[config.mk]
export PLATFORM = sky130hd
export DESIGN_NAME = sdram_cmd_sequencer
export DESIGN_NICKNAME = d
export VERILOG_FILES = /design/src/rtl/sdram_cmd_sequencer.sv
export SDC_FILE = /design/constraint.sdc
export NUM_CORES = 1
export LEC_CHECK = 0
export ABC_AREA = 0
export CORE_ASPECT_RATIO = 0.9
export CORE_MARGIN = 5
export CORE_UTILIZATION = 35
export CTS_BUF_LIST = sky130_fd_sc_hd__clkbuf_16
export DETAILED_ROUTE_END_ITERATION = 10
export HOLD_SLACK_MARGIN = 0.03
export PLACE_DENSITY = 0.58
export SYNTH_ARGS = -nofsm -noshare
export SYNTH_HDL_FRONTEND = slang
export SYNTH_SLANG_ARGS = --single-unit
[constraint.sdc]
create_clock -name clk -period 2.4 [get_ports clk]
set_clock_uncertainty 0.1 [all_clocks]
set_input_delay 0.48 -clock clk [delete_from_list [all_inputs] [get_ports clk]]
set_output_delay 0.48 -clock clk [all_outputs]
set_load 0.02 [all_outputs]
[src/rtl/sdram_cmd_sequencer.sv]
// sdram_cmd_sequencer
//   Timing FSM in front of the SDRAM command decoder. After reset it runs the
//   power-up sequence (NOP wait, PALL, two REFs, MRS). It then serves
//   single-beat read/write accesses using auto-precharge, and interleaves
//   periodic auto-refresh. Every output is a flop, so the decoder sees one
//   4-bit command per cycle. NOP is driven whenever no command is issued.
//
// Ports
//   clk        rising-edge clock
//   rst        asynchronous, active-high reset; restarts the full init sequence
//   req_valid  access request
//   req_we     1 = write, 0 = read (captured on accept)
//   req_addr   {bank[21:20], col[19:10], row[9:0]} (captured on accept)
//   req_ready  request can be accepted this cycle
//   command    NOP 0001, MRS 0010, ACT 0011, READA 0101, WRITA 0111,
//              PALL 1001, REF 1011
//   addr_out   latched request address
//   mrs        constant mode register value
//   init_done  init sequence complete, sticky until reset
//   wr_strobe  one-cycle pulse in the WRITA cycle
//   rd_valid   one-cycle pulse CAS_LAT cycles after the READA cycle
//
// Handshake: a request transfers on a rising edge where req_valid and
// req_ready are both 1. req_ready is only high in IDLE after init, and only
// while no refresh is pending. The requester keeps req_valid (and its
// we/addr) stable until the transfer happens.
module sdram_cmd_sequencer #(
    parameter int          T_INIT     = 10000,
    parameter int          T_RP       = 2,
    parameter int          T_RCD      = 2,
    parameter int          T_RFC      = 7,
    parameter int          T_MRD      = 2,
    parameter int          T_WR       = 2,
    parameter int          CAS_LAT    = 2,
    parameter int          REF_PERIOD = 780,
    parameter logic [11:0] MRS_VAL    = 12'h022
) (
    input  logic        clk,
    input  logic        rst,
    input  logic        req_valid,
    input  logic        req_we,
    input  logic [21:0] req_addr,
    output logic        req_ready,
    output logic [3:0]  command,
    output logic [21:0] addr_out,
    output logic [11:0] mrs,
    output logic        init_done,
    output logic        wr_strobe,
    output logic        rd_valid
);

    localparam int MAX_T = (T_INIT > REF_PERIOD) ? T_INIT : REF_PERIOD;
    localparam int CNT_W = $clog2(MAX_T + 1);

    localparam logic [3:0] CMD_NOP   = 4'b0001;
    localparam logic [3:0] CMD_MRS   = 4'b0010;
    localparam logic [3:0] CMD_ACT   = 4'b0011;
    localparam logic [3:0] CMD_READA = 4'b0101;
    localparam logic [3:0] CMD_WRITA = 4'b0111;
    localparam logic [3:0] CMD_PALL  = 4'b1001;
    localparam logic [3:0] CMD_REF   = 4'b1011;

    // Each load value is "cycles until the next command" minus one. The
    // counter is loaded on the edge that issues a command, and the next
    // command goes out on the edge where it is already zero.
    localparam logic [CNT_W-1:0] LD_INIT = CNT_W'(T_INIT - 1);
    localparam logic [CNT_W-1:0] LD_RP   = CNT_W'(T_RP - 1);
    localparam logic [CNT_W-1:0] LD_RFC  = CNT_W'(T_RFC - 1);
    localparam logic [CNT_W-1:0] LD_MRD  = CNT_W'(T_MRD - 1);
    localparam logic [CNT_W-1:0] LD_RCD  = CNT_W'(T_RCD);
    localparam logic [CNT_W-1:0] LD_RD   = CNT_W'(CAS_LAT + T_RP - 1);
    localparam logic [CNT_W-1:0] LD_WR   = CNT_W'(T_WR + T_RP - 1);
    localparam logic [CNT_W-1:0] LD_REF  = CNT_W'(REF_PERIOD - 1);

    typedef enum logic [3:0] {
        S_INIT_WAIT,
        S_INIT_PALL,
        S_INIT_REF1,
        S_INIT_REF2,
        S_INIT_MRS,
        S_IDLE,
        S_ACTIVE,
        S_RW,
        S_PRECH,
        S_REFRESH
    } state_t;

    state_t               state, state_n;
    logic [CNT_W-1:0]     cnt, cnt_n;
    logic [CNT_W-1:0]     ref_cnt;
    logic                 ref_pending, ref_pending_n;
    logic                 ref_expire;
    logic                 issue_ref;
    logic                 accept;
    logic                 we_q;
    logic [3:0]           cmd_n;
    logic                 wr_strobe_n;
    logic                 init_done_n;
    logic                 req_ready_n;
    logic [CAS_LAT-1:0]   rd_sr;

    assign mrs      = MRS_VAL;
    assign rd_valid = rd_sr[CAS_LAT-1];

    // The refresh timer only runs after init. An expiry while a refresh is
    // already pending simply keeps the flag set, so refreshes never queue up.
    assign ref_expire = init_done && (ref_cnt == '0);

    always_comb begin
        state_n     = state;
        cnt_n       = (cnt != '0) ? cnt - 1'b1 : '0;
        cmd_n       = CMD_NOP;
        wr_strobe_n = 1'b0;
        init_done_n = init_done;
        issue_ref   = 1'b0;
        accept      = 1'b0;
        case (state)
            S_INIT_WAIT: if (cnt == '0) begin
                state_n = S_INIT_PALL;
                cmd_n   = CMD_PALL;
                cnt_n   = LD_RP;
            end
            S_INIT_PALL: if (cnt == '0) begin
                state_n = S_INIT_REF1;
                cmd_n   = CMD_REF;
                cnt_n   = LD_RFC;
            end
            S_INIT_REF1: if (cnt == '0) begin
                state_n = S_INIT_REF2;
                cmd_n   = CMD_REF;
                cnt_n   = LD_RFC;
            end
            S_INIT_REF2: if (cnt == '0) begin
                state_n = S_INIT_MRS;
                cmd_n   = CMD_MRS;
                cnt_n   = LD_MRD;
            end
            S_INIT_MRS: if (cnt == '0) begin
                state_n     = S_IDLE;
                init_done_n = 1'b1;
            end
            S_IDLE: begin
                if (ref_pending) begin
                    state_n   = S_REFRESH;
                    cmd_n     = CMD_REF;
                    cnt_n     = LD_RFC;
                    issue_ref = 1'b1;
                end else if (req_valid && req_ready) begin
                    // The accept edge itself is a NOP. ACT follows on the next
                    // edge, which is recognised by the counter still holding
                    // its full T_RCD load.
                    state_n = S_ACTIVE;
                    accept  = 1'b1;
                    cnt_n   = LD_RCD;
                end
            end
            S_ACTIVE: begin
                if (cnt == LD_RCD) begin
                    cmd_n = CMD_ACT;
                end else if (cnt == '0) begin
                    state_n     = S_RW;
                    cmd_n       = we_q ? CMD_WRITA : CMD_READA;
                    wr_strobe_n = we_q;
                    cnt_n       = we_q ? LD_WR : LD_RD;
                end
            end
            // The RW state only holds the READA/WRITA cycle. The rest of the
            // CAS/write-recovery + precharge window runs down in PRECH.
            S_RW:    state_n = S_PRECH;
            S_PRECH: if (cnt == '0) state_n = S_IDLE;
            S_REFRESH: if (cnt == '0) state_n = S_IDLE;
            default: begin
                state_n = S_INIT_WAIT;
                cnt_n   = LD_INIT;
            end
        endcase

        if (ref_expire) begin
            ref_pending_n = 1'b1;
        end else if (issue_ref) begin
            ref_pending_n = 1'b0;
        end else begin
            ref_pending_n = ref_pending;
        end

        req_ready_n = (state_n == S_IDLE) && init_done_n && !ref_pending_n;
    end

    always_ff @(posedge clk or posedge rst) begin
        if (rst) begin
            state       <= S_INIT_WAIT;
            cnt         <= LD_INIT;
            command     <= CMD_NOP;
            addr_out    <= '0;
            we_q        <= 1'b0;
            req_ready   <= 1'b0;
            init_done   <= 1'b0;
            wr_strobe   <= 1'b0;
            rd_sr       <= '0;
            ref_cnt     <= LD_REF;
            ref_pending <= 1'b0;
        end else begin
            state       <= state_n;
            cnt         <= cnt_n;
            command     <= cmd_n;
            req_ready   <= req_ready_n;
            init_done   <= init_done_n;
            wr_strobe   <= wr_strobe_n;
            ref_pending <= ref_pending_n;
            if (accept) begin
                addr_out <= req_addr;
                we_q     <= req_we;
            end
            // Delay line from the registered READA to rd_valid.
            rd_sr[0] <= (command == CMD_READA);
            for (int i = 1; i < CAS_LAT; i++) begin
                rd_sr[i] <= rd_sr[i-1];
            end
            if (!init_done || ref_cnt == '0) begin
                ref_cnt <= LD_REF;
            end else begin
                ref_cnt <= ref_cnt - 1'b1;
            end
        end
    end

endmodule
# Word-level counts from Yosys, hierarchy flattened
# Cells that the tools add are included.
word_totals:
  register_bits: 65
  elab_cells: 79
op_classes:
  n_addsub: 2
  n_eq_ne: 12
  n_mux: 39
  reduce_logical: 15
op_table:
  columns: ["cell", "n"]
  rows:
  - ["14-bit two-way mux", 8]
  - ["14-bit case mux with 5 select lines", 1]
  - ["4-bit two-way mux", 12]
  - ["4-bit case mux with 8 select lines", 1]
  - ["14-bit logical NOT", 2]
  - ["14-bit by 1-bit subtractor with 14-bit output, second input constant", 2]
  - ["4-bit by 3-bit == test with 1-bit output, second input constant", 6]
  - ["4-bit case mux with 5 select lines", 1]
  - ["14-bit by 2-bit == test with 1-bit output, second input constant", 1]
  - ["14-bit nonzero test", 1]
  - ["1-bit two-way mux", 12]
  - ["4-bit by 2-bit == test with 1-bit output, second input constant", 2]
  - ["4-bit == test, second input constant", 2]
  - ["3-bit two-way mux", 2]
  - ["4-bit by 1-bit == test with 1-bit output, second input constant", 1]
  - ["1-bit logical AND", 4]
  - ["4-bit logical NOT", 1]
  - ["2-bit two-way mux", 2]
  - ["2-bit OR reduction", 2]
  - ["4-bit OR reduction", 1]
  - ["3-bit OR reduction", 1]
  - ["1-bit logical NOT", 2]
  - ["1-bit logical OR", 1]

# Depth between registers and ports, before layout
# Gate-level depths: netlist of the first run.
logic_depth:
  depth_word: 7
  ltp_mapped: 7
  ltp_nobuf: 7

# Worst setup path after synthesis of the first run
# No wires, ideal clock.
synth_path:
  path_kind: "register to register"
  from: "reg cnt[5]"
  to: "reg cnt[1]"
  setup_ns: 0.066
  arrival_ns: 1.874
  required_ns: 2.234
  path_slack_ns: 0.360
  stages_incl_launch_ff: 6
  synth_period_minus_slack_ns: 2.040
  cell_sequence: "dfrtp_1 nor4_4 nand4_4 or3_1 a221o_1 nand4_1"
synth_via:
  elab_chain_len: 5
  word_cells_on_any_way: 11
synth_lines:
  columns: ["element", "line", "rtl"]
  rows:
  - ["start: declaration", "89", "logic [CNT_W-1:0] cnt, cnt_n;"]
  - ["start signal: assignment", "204", "cnt <= cnt_n;"]
  - ["14-bit nonzero test", "111", "cnt_n = (cnt != '0) ? cnt - 1'b1 : '0;"]
  - ["14-bit two-way mux", "111", null]
  - ["14-bit two-way mux (on tied branches)", "160, 148", null]
  - ["14-bit two-way mux (on tied branches)", "158, 143", null]
  - ["14-bit case mux with 5 select lines *", "117", "case (state)"]
  - ["via cnt_n[1]", "89", null]
# Mark *: on every way through the listed nets, which the timed path passes. The rest lies on a longest branch.
# A chain may end at the register's enable or synchronous reset.

# Worst setup path after layout of the first run
layout_path:
  from: "reg cnt[4]"
  to: "reg cnt[1]"
# Same word-level chain as after synthesis.

==> results of run 1 <==
[synthesized netlist by cell type, types with 2 or more instances]
library cell	number
dfrtp_1	51
nand2_1	26
nor2_1	25
mux2_2	23
o21ai_0	16
dfstp_2	14
xnor2_1	14
buf_4	12
inv_1	9
nand3_1	9
a21oi_1	8
nor3_1	7
xor2_1	7
clkbuf_1	6
nor4_1	5
or4_1	5
ha_1	4
nand4_1	4
nor2b_1	4
or3_1	4
a211oi_1	3
buf_2	3
nand3b_1	3
nor4b_1	3
a31o_2	2
and3_1	2
buf_1	2
conb_1	2
nand2b_1	2
nor4_4	2
nor4bb_1	2
o2111ai_1	2
o31ai_1	2
or2_2	2
[registers in the layout, summed over array words and instances (netlist names)]
signal / flops
init_done: 1
cnt: 14
addr_out: 22
wr_strobe: 1
req_ready: 1
state: 4
ref_pending: 1
we_q: 1
rd_sr: 2
command: 4
ref_cnt: 14
[metrics by stage]
stage / total power [mW] / instances / worst slack [ns] / hold slack (ns) / area [um2]
after detailed placement: 1.20 / 476 / 0.199 / 0.236 / 3950
after floorplan: 1.16 / 313 / 0.217 / 0.231 / 3280
final: 2.51 / 492 / 0.197 / 0.246 / 4250
after global placement: 1.20 / 476 / 0.258 / 0.232 / 3950
after global routing: 2.61 / 492 / 0.0571 / 0.255 / 4250
after CTS: 2.56 / 492 / 0.196 / 0.249 / 4250
[logic make-up after synthesis]
logic type               share of synthesized area
AO/OA/AOI/OAI                               0.0840
XOR/XNOR                                    0.0567
adder cells (fa/ha/maj)                     0.0154
buffers and inverters                       0.0520
flip-flops                                   0.507
multiplexers                                0.0829
other                                      0.00231
AND/OR/NAND/NOR                              0.200
[per-layer routing]
metal  routed length (um)  vias up
li1                     -     1178
met1                 3160     1174
met2                 3250       84
met3                  401       12
met4                  151        0
met5                    0        -
[layout make-up]
cell class                 count  share of cell area
inverter                       9             0.00795
clock buffer                   9              0.0530
timing repair buffer          64               0.151
sequential                    65               0.387
clock inverter                 7              0.0188
tap                          122              0.0359
multi-input combinational    216               0.346
[power by group through the flow]
| stage | clock [mW] | combinational (mW) | sequential (mW) |
|---|---|---|---|
| floorplan | 0 | 0.0473 | 1.12 |
| global placement | 0 | 0.0828 | 1.12 |
| detailed placement | 0 | 0.0837 | 1.12 |
| CTS | 1.38 | 0.0843 | 1.10 |
| global route | 1.42 | 0.0911 | 1.10 |
| finish | 1.33 | 0.0819 | 1.10 |
[how the worst min path moves through the flow]
stage               startpoint       end  slack (ns)  depth (start not counted)
floorplan             rd_sr[0]  rd_sr[1]        0.23                          0
global placement      rd_sr[0]  rd_sr[1]        0.23                          0
detailed placement    rd_sr[0]  rd_sr[1]        0.24                          0
CTS                   rd_sr[0]  rd_sr[1]        0.25                          0
global route          rd_sr[0]  rd_sr[1]        0.25                          0
finish                rd_sr[0]  rd_sr[1]        0.25                          0
[critical path, delay by kind of cell (launching register included)]
family          cells  cell delay, ns
simple gates        4            1.28
flops               1            0.40
compound gates      1            0.35
==> reports/qor.yml, run 1 <==
use_met3: 0.0352
finalWirelength_um: 6970
required_ns: 2.56
cpPeakStageDelay_ns: 0.54
switching_share: 0.192
slew_headroom: 0.616
yosysSeqAreaShare: 0.507
crit_end: "cnt[1]"
cts.repair.resized: 0
via_count: 2448
area_growth_pct: 31.0
synthCells: 303
internal_power_mw: 2.03
yosysTopAreaCell: "dfrtp_1"
die_area_um2: 11300
max_freq_mhz: 454
rr_endpoint: "cnt[1]"
synth_seq_cells: 65
synth_flop_cell: "dfrtp_1"
synth.distinct_cells: 52
netSwitchingPower_mw: 0.483
synthesis.area_um2: 3250
core-area_um2: 9080
layout_common_cells: "clkdlybuf4s50_1, dfrtp_1, nand2_1"
drt-vias-per-instance: 4.98
rsz0062_at_grt: "no"
busiest_layer: "met2"
hold_violations: 0
holdBufCountCts: 0
root_buffer: "clkbuf_16"
p_clk_frac: 0.530
final_common_cell: "clkdlybuf4s50_1"
numCtsBuffers: 9
grt_max_degree: 49
rows: 33
gr-total-overflow: 0
wl_per_cell_um: 14.2
slew_violations: 0
finalCriticalPeriod_ns: 2.20
routabilityCongestion: 0.820
cts_buffer_depth: 2
path_class: "register to register"
fin_setup_tns_ns: 0
synth_top_area_frac: 0.393
antenna_left: 0
r2r_slack_ns: 0.20
p_per_area_nw_per_um2: 591
cellLeakagePower_nw: 1.78
postCtsSetupRepairBufs: 0
multi_input_area_um2: 1470
antenna_cells: 0
synth_edf_count: 0
fin_util: 0.468
ir_drop_v: 0.000352
grt_pass1_wl_um: 11800
arrival_ns: 2.36
clkLatencyLatePin_ns: 0.32
tightest_slew_ns: 0.572
max_cap_viol_count: 0
grt_use_met2: 0.215
first_global_vias: 2522
start_util: 0.357
power_frac_comb: 0.033
drc: 0
io_pins: 68
cp-startpoint: "cnt[4]"
regArea_um2: 1640
drt_pass1_iterations: 4
ys_warn_count: 0
track_usage: 0.129
finalCritPeriodShare: 0.918
drtIter0Drc: 87
clk_pin_slew_ns: 0.05
seqPwrFrac: 0.437
critPathMaxFanout: 9
crit_path_end_kind: "register"
final.fill_count: 839
gr-usage-met1: 0.155
postSynthAreaPerCell_um2: 10.7
cts_tree: "built"
port_buffers: 55
layout-drive-gt1-share: 0.192
antenna_found_initial: 0
cpMaxStageDelayCell: "nor4_2"
dp_hpwl_um: 5050
synthArstFlopShare: 1.00
hp-class: "register to register"
setup_violations: 0
cts.sinks: 65
status: "complete, no violations"
reg2reg_depth: 5
nets: 395
h-tree-depth: 3
synth_area_leaders: "dfrtp_1, dfstp_2, mux2_2"
worstPathCellList: "nor4_2 -> nand4_4 -> or3_1 -> a221o_1 -> nand4_1"
worstReg2RegStart: "cnt[4]"
die_w_um: 112
cp-start-kind: "register"
fp.dieH_um: 101
No activity file was read; power rests on OpenSTA's default activity.
==> run 2, diff against run 1 <==
- SETUP_SLACK_MARGIN: unset -> 0.05
==> results of run 2 <==
Final layout, timing and power as in run 1 (identical DEF).
